`config.mk`:
```
export PLATFORM = sky130hd
export DESIGN_NAME = pipeline_mem_arbiter
export DESIGN_NICKNAME = d
export VERILOG_FILES = /design/src/rtl/pipeline_mem_arbiter_pkg.sv /design/src/rtl/pipeline_mem_arbiter.sv
export SDC_FILE = /design/constraint.sdc
export NUM_CORES = 1
export LEC_CHECK = 0
export ABC_AREA = 0
export CORE_AREA = 2 2 104 106
export DETAILED_ROUTE_END_ITERATION = 12
export DIE_AREA = 0 0 106 108
export HOLD_SLACK_MARGIN = 0.05
export PLACE_DENSITY = 0.63
export SETUP_SLACK_MARGIN = 0.4
export SLEW_MARGIN = 20
export SYNTH_ARGS = -nofsm -noshare
export SYNTH_HDL_FRONTEND = slang
export SYNTH_SLANG_ARGS = --single-unit
```
`constraint.sdc`:
```
create_clock -name CLK -period 3.1 [get_ports CLK]
set_input_delay 0.62 -clock CLK [delete_from_list [all_inputs] [get_ports CLK]]
set_output_delay 0.62 -clock CLK [all_outputs]
set_load 0.005 [all_outputs]
```
`src/rtl/pipeline_mem_arbiter_pkg.sv`:
```
// Shared types for the pipeline memory arbiter: bus word and arbiter state encoding.
package pipeline_mem_arbiter_pkg;

    // All address and data buses between the pipeline and the RAM are one word wide.
    typedef logic [31:0] word_t;

    // Encoding 2'b11 is unused; the FSM steers it back to ARB_IDLE.
    typedef enum logic [1:0] {
        ARB_IDLE = 2'd0,
        ARB_IACC = 2'd1,
        ARB_DACC = 2'd2
    } arb_state_t;

endpackage

```
`src/rtl/pipeline_mem_arbiter.sv`:
```
// Single-ported RAM arbiter between fetch (instruction reads) and memory stage
// (data reads/writes). Data wins by default; a saturating starvation counter
// forces an instruction grant after STARVE_LIMIT consecutive data grants issued
// while a fetch was waiting. Hits and RAM strobes are combinational from the
// state so an owner that drops its request aborts the access in the same cycle.
module pipeline_mem_arbiter
    import pipeline_mem_arbiter_pkg::*;
#(
    parameter int unsigned STARVE_LIMIT = 2,
    parameter int unsigned CW           = 4
) (
    input  logic       CLK,
    input  logic       nRST,
    input  logic       iREN,
    input  word_t      iaddr,
    output logic       ihit,
    output word_t      iload,
    input  logic       dREN,
    input  logic       dWEN,
    input  word_t      daddr,
    input  word_t      dstore,
    output logic       dhit,
    output word_t      dload,
    output logic       ramREN,
    output logic       ramWEN,
    output word_t      ramaddr,
    output word_t      ramstore,
    input  word_t      ramload,
    input  logic       ramready,
    output logic [1:0] arb_state
);

    localparam logic [CW-1:0] LIMIT = CW'(STARVE_LIMIT);

    arb_state_t    state;
    logic [CW-1:0] starve_cnt;
    logic          dreq;

    // Saturating increment of the starvation counter, pinned at LIMIT.
    function automatic logic [CW-1:0] sat_inc(input logic [CW-1:0] v);
        return (v >= LIMIT) ? LIMIT : v + CW'(1);
    endfunction

    assign dreq      = dREN | dWEN;
    assign arb_state = state;

    // Grant sequencing and starvation bookkeeping; every access returns to IDLE.
    always_ff @(posedge CLK or negedge nRST) begin
        if (!nRST) begin
            state      <= ARB_IDLE;
            starve_cnt <= '0;
        end else begin
            case (state)
                ARB_IDLE: begin
                    if (dreq && ((starve_cnt < LIMIT) || !iREN)) begin
                        state <= ARB_DACC;
                        if (iREN) begin
                            starve_cnt <= sat_inc(starve_cnt);
                        end
                    end else if (iREN) begin
                        state      <= ARB_IACC;
                        starve_cnt <= '0;
                    end
                end
                ARB_IACC: begin
                    // Owner drop wins over a coincident ramready (abort, no hit).
                    if (!iREN || ramready) begin
                        state <= ARB_IDLE;
                    end
                end
                ARB_DACC: begin
                    if (!dreq || ramready) begin
                        state <= ARB_IDLE;
                    end
                end
                default: state <= ARB_IDLE;
            endcase
        end
    end

    // RAM strobes, hits and load data decoded from state and the live request.
    always_comb begin
        ramREN   = 1'b0;
        ramWEN   = 1'b0;
        ramaddr  = '0;
        ramstore = '0;
        ihit     = 1'b0;
        iload    = '0;
        dhit     = 1'b0;
        dload    = '0;
        case (state)
            ARB_IACC: begin
                ramaddr = iaddr;
                if (iREN) begin
                    ramREN = 1'b1;
                    ihit   = ramready;
                    iload  = ramready ? ramload : '0;
                end
            end
            ARB_DACC: begin
                ramaddr = daddr;
                // A write takes precedence when both data requests are raised.
                if (dWEN) begin
                    ramWEN   = 1'b1;
                    ramstore = dstore;
                    dhit     = ramready;
                end else if (dREN) begin
                    ramREN = 1'b1;
                    dhit   = ramready;
                    dload  = ramready ? ramload : '0;
                end
            end
            default: begin
            end
        endcase
    end

endmodule
```
Word level (Yosys, flattened, before mapping) --
Index checks and enable logic that the tools add are counted. Widths: inputs -> output; s select.
Word-level totals: output and inout port bits 134, input port bits 134, flip-flop bits (word level) 6, logic and storage cells 49
Operators by class: bitwise gates (word level) 1, reductions and logical operators 9, $lt $le $gt $ge 2, equal/unequal tests 5, multiplexer cells 29, $add $sub $neg 1
Operators with widths (count):
- $mux 32 | 8
- $pmux 32 s2 | 1
- $mux 4 | 4
- $mux 1 | 10
- $mux 2 | 4
- $pmux 2 s3 | 1
- $add 4x1->4 const B | 1
- $ge 4x2->1 const B | 1
- $lt 4x2->1 const B | 1
- $ne 2x2->1 const B | 2
- $logic_or 1x1->1 | 3
- $ne 3x3->1 const B | 1
- $reduce_and 3->1 | 1
- $eq 2x1->1 const B | 1
- $eq 2x2->1 const B | 1
- $logic_not 1->1 | 2
- $logic_not 2->1 | 1
- $pmux 1 s2 | 1
- $reduce_and 2->1 | 1
- $logic_and 1x1->1 | 1
- $or 1x1->1 | 1

Logic depth before layout (Yosys ltp) --
Gate-level depths: netlist (run 1).
word-level depth 5, depth in mapped cells 7, depth with buffers taken out 6

Least setup slack after synthesis (run 1) --
No wires, ideal clock.
path type register to output, from register state[0], in the netlist arb_state[0], to output port ramREN, cell stages (with the launch flop) 7, arrival 1328 ps, data required time 2480 ps, path slack 1152 ps, path buffers 2, cells stage by stage dfrtp_1 -> inv_1 -> ha_1 -> buf_2 -> buf_2 -> nand3b_1 -> a21boi_0
Between the ends: cells in the longest elaborated chain, start to end 2, elaborated cells on any way between the ends 3
Ends and longest elaborated chain:
- start, declared | line pipeline_mem_arbiter.sv:35 | arb_state_t state;
- start signal, assigned | line pipeline_mem_arbiter.sv:50 | state <= ARB_IDLE;
- start signal, assigned | line pipeline_mem_arbiter.sv:56 | state <= ARB_DACC;
- start signal, assigned | line pipeline_mem_arbiter.sv:61 | state <= ARB_IACC;
- $eq 2x2->1 / $eq 2x1->1 (equally long branches) | line pipeline_mem_arbiter.sv:91 | case (state)
- $pmux 1 s2 (*) | line pipeline_mem_arbiter.sv:91
- end, declared | line pipeline_mem_arbiter.sv:24 | output logic ramREN,
Every way passes the cells marked *; elsewhere a longest branch is shown, timed or not.

Worst setup path in the final report (run 1) --
from register state[0], in the netlist arb_state[0], to output port dload[1]
Between the ends: cells in the longest elaborated chain, start to end 2
Ends and longest elaborated chain:
- $eq 2x2->1 | line pipeline_mem_arbiter.sv:91
- $mux 32 | line pipeline_mem_arbiter.sv:91
- end, declared | line pipeline_mem_arbiter.sv:23 | output word_t dload,
No other way between the ends.

==> results of run 1 <==
[metal layers]
| metal | global-route usage | up-vias | wire length, µm |
|---|---|---|---|
| met5 | 0 | - | 0 |
| met4 | 0.0263 | 0 | 116 |
| li1 | - | 1327 | - |
| met2 | 0.279 | 159 | 5030 |
| met3 | 0.0416 | 10 | 882 |
| met1 | 0.152 | 1261 | 3610 |
[power breakdown]
part | leakage [nW] | internal (mW) | switching, mW | total (mW)
clock | 0.0216 | 0.0838 | 0.0376 | 0.121
sequential | 0.0778 | 0.106 | 0.0308 | 0.137
combinational | 2.61 | 1.10 | 0.704 | 1.80
total | 2.71 | 1.29 | 0.772 | 2.06
[layout by cell type (no fill, tap or decap), types with 2 or more instances in the layout]
master                            count
sky130_fd_sc_hd__clkdlybuf4s50_1    209
sky130_fd_sc_hd__o21ai_0              3
sky130_fd_sc_hd__ha_4                 2
sky130_fd_sc_hd__nor2b_1             32
sky130_fd_sc_hd__and3_1              32
sky130_fd_sc_hd__dfrtp_1              5
sky130_fd_sc_hd__dlymetal6s2s_1      43
sky130_fd_sc_hd__a21o_1               2
sky130_fd_sc_hd__and2_1              66
sky130_fd_sc_hd__nand2_1              3
sky130_fd_sc_hd__a22oi_1             32
sky130_fd_sc_hd__a21oi_1              3
sky130_fd_sc_hd__buf_4               17
sky130_fd_sc_hd__dlygate4sd2_1       15
sky130_fd_sc_hd__ha_1                 2
sky130_fd_sc_hd__nor2_1               2
sky130_fd_sc_hd__clkbuf_16            2
sky130_fd_sc_hd__clkbuf_8             3
sky130_fd_sc_hd__buf_6                2
sky130_fd_sc_hd__inv_2                2
sky130_fd_sc_hd__buf_12               4
[critical path, cell delays in order, from the launching register on]
cell,delay (ps)
sky130_fd_sc_hd__dfrtp_1,420
sky130_fd_sc_hd__inv_2,120
sky130_fd_sc_hd__ha_4,160
sky130_fd_sc_hd__nand2_2,70
sky130_fd_sc_hd__nor3b_4,210
sky130_fd_sc_hd__buf_4,160
sky130_fd_sc_hd__buf_12,120
sky130_fd_sc_hd__and2_1,140
sky130_fd_sc_hd__clkdlybuf4s50_1,490
[synthesized netlist by cell type, drive strengths merged]
cell type	count	share of area
a22oi	32	0.16
and3	33	0.13
clkbuf	17	0.042
dfrtp	6	0.098
ha	5	0.041
nand2	4	0.0098
a22o	1	0.0057
buf	7	0.023
o31ai	1	0.0049
a211oi	1	0.0049
nor3b	1	0.0081
nand3	1	0.0033
inv	3	0.0073
o21ai	4	0.013
nor3	1	0.0033
o22ai	1	0.0041
a21boi	1	0.0049
and2	66	0.27
nand3b	1	0.0049
nor4	1	0.0041
a21o	2	0.0098
nor2b	32	0.13
nor2	2	0.0049
nand2b	1	0.0041
a21oi	3	0.0098
[worst max-delay path by stage]
stage | slack (ps) | to
3_5_place_dp | 190 | dload[13]
2_1_floorplan | 1150 | ramREN
5_1_grt | 250 | dload[1]
3_3_place_gp | 210 | dload[19]
4_1_cts | 260 | ramREN
6_report | 360 | dload[1]
[state kept, by name, summed over array words and instances, names as in the netlist]
signal / flops
starve_cnt: 4
arb_state: 2
[what timing repair did]
item                                   4_1_cts  5_1_grt
resized for setup                           22       53
endpoints found under the hold margin        0        0
setup endpoints to repair                  124       86
setup buffers                                2       12
cloned                                       2        3
pin swaps                                    1        2
[through the flow]
| step | util | power, mW | hold WS, ps | std cells |
|---|---|---|---|---|
| CTS | 0.442 | 1.99 | 521 | 622 |
| finish | 0.470 | 2.06 | 517 | 637 |
| floorplan | - | 0.857 | 324 | 227 |
| detailed placement | 0.430 | 1.78 | 515 | 615 |
| global placement | 0.430 | 1.76 | 501 | 615 |
| global route | 0.470 | 2.23 | 536 | 637 |
[area by class of cell]
class,instances,area [µm²],area share
well taps,136,170,0.0354
inverters,3,11.3,0.00234
repair buffers,295,3120,0.648
flip-flops and latches,6,151,0.0315
clock buffers,3,41.3,0.00858
multi-input cells,194,1320,0.274
[cells by family (layout without fill, tap and decap cells)]
family	Yosys count	count (layout)	synth area share
DFF	6	6	0.0978
and+or+nand+nor	143	143	0.576
adders and majority gates	5	5	0.0407
buffers and inverters	27	301	0.0717
AOI/OAI and AO/OA	46	46	0.214
==> summary by stage, run 1 <==
Run status
The run finished with clean final reports.

Detailed routing
The number of detailed-routing iterations run before antenna repair is 4. The detailed router's first-iteration violation count is 99. After detailed routing, the number of remaining DRC violations is 0. Dividing the detail-routed wire length by the instance count gives between 15 and 20 µm. The number of vias in the routed layout is roughly 2800. The number of nets still failing antenna checks after routing is 0. Using the TritonRoute via totals, the vias-per-cell ratio works out to between 4 and 5. The detailed-route wire length is 9.65 mm.

Power
The leakage power total is 2.71 nW. The worst-case vdd ir drop is 210 µV. The power per unit of standard cell area is around 430 nW/µm².

CTS
The number of hold buffers added after CTS was 0. The clock reaches the later pin of the worst-skew pair after ~230 ps. The register clock-pin slew on the reported worst setup and hold paths is 40 ps.

The clock sink total is 6. CTS built an H-tree with a depth of 1. The number of buffers on the longest clock path is 2. The number of buffers inserted during clock tree synthesis is 3. The cell sitting at the root of the clock tree is a sky130_fd_sc_hd__clkbuf_8. The TritonCTS clock tree is yes.

Timing
Summed over all failing endpoints, the final setup total negative slack is 0 ps. Setup violations remaining at the end of the flow were counted as 0. The number of max-slew violations in the final report is 0.

In this run the tightest slew margin relative to its limit is 0.773. The count of endpoints failing hold in the final timing report is 0. Of the available clock period, the critical path in the final layout requires 0.884. Setup repair after global routing could not meet its margin everywhere. The final critical-path required period is 2740 ps. The worst setup slack after layout is 358 ps. Timing would allow up to 0.365 GHz. The transition time at the pin with the least slew margin is 337 ps. The clock arrives with 4.45 ps of skew.

Setup path
The critical path arrival is around 2100 ps. Of all nets on the critical path, the largest fanout is 16. The critical path start-end classification is register to output pin. STA classifies the critical path endpoint as an output pin. The element type at the critical path start is a register. The worst reg2reg path endpoint is arb_state[1]. The required time at the endpoint of the critical path is between 2000 and 2500 ps. The startpoint identified for the worst register-to-register timing path is arb_state[0].

The slack of the worst reg-to-reg path is between 1000 and 1500 ps. Counting cells, the worst reg-to-reg path comes to 7. The startpoint of the worst setup timing path is arb_state[0].

Place
The setup slack after placement is just under 200 ps. At the end of routability-driven placement, the weighted congestion stood at 0.767. The area after detailed placement is between 4000 and 5000 µm². The post-detailed-placement half-perimeter wirelength is 7.09 mm. In this run the tool buffered the top-level ports with 267 buffer cells.

Finish
The number of filler instances in the final layout is 968. The number of nets in the final layout is 642. The antenna cell count is 0. From synthesis to final layout, the design area changed by 213%. The share of layout cells above drive strength 1 is 0.0818. The finished cells cover 4810 µm².

GRT
The global-route usage over all layers is 0.143. The initial antenna violation count is 0. The first-pass GRT wire length is 13.3 mm. The via count of the first global-routing pass is approximately 2600. The leftover overflow at the end of global routing is 0. Entering global routing, the biggest net connects 68 pins.

Die
For this design the top-level I/O count stands at 268. The floorplan step set the die width to 106 µm. The floorplan die area is 11400 µm². The effective utilization at floorplan is 0.150. The count of standard-cell rows is 37. The die extent in y is 108 µm.

The standard cell core area is 10200 µm².

Synth
Yosys mapped the design onto 26 distinct sky130hd cell types. The share of synthesized area occupied by flip-flops and latches is 0.0978. Dividing the synthesized area by the synthesized cell count gives between 6 and 7 µm². The number of nets in the synthesized netlist is 366.

In this run the cell area of the synthesized design comes to 1540 µm². The count of state elements after synthesis is 6. The yosys synthesis warning count is 0. The post-synthesis instance total is 227.

Min path
The worst hold path was traced through 2 stages. The startpoint identified for the worst hold timing path is starve_cnt[2]. The tightest min-delay check is of the register to register type. The path with the worst hold slack has its endpoint at starve_cnt[2].

Run
The max capacitance violation total is 0.
(Power assumes the default switching activity.)
==> run 2, diff against run 1 <==
- ABC_CLOCK_PERIOD_IN_PS: unset -> 3100
- SLEW_MARGIN: 20 -> unset
==> results of run 2 <==
Final layout, timing and power as in run 1 (identical DEF).
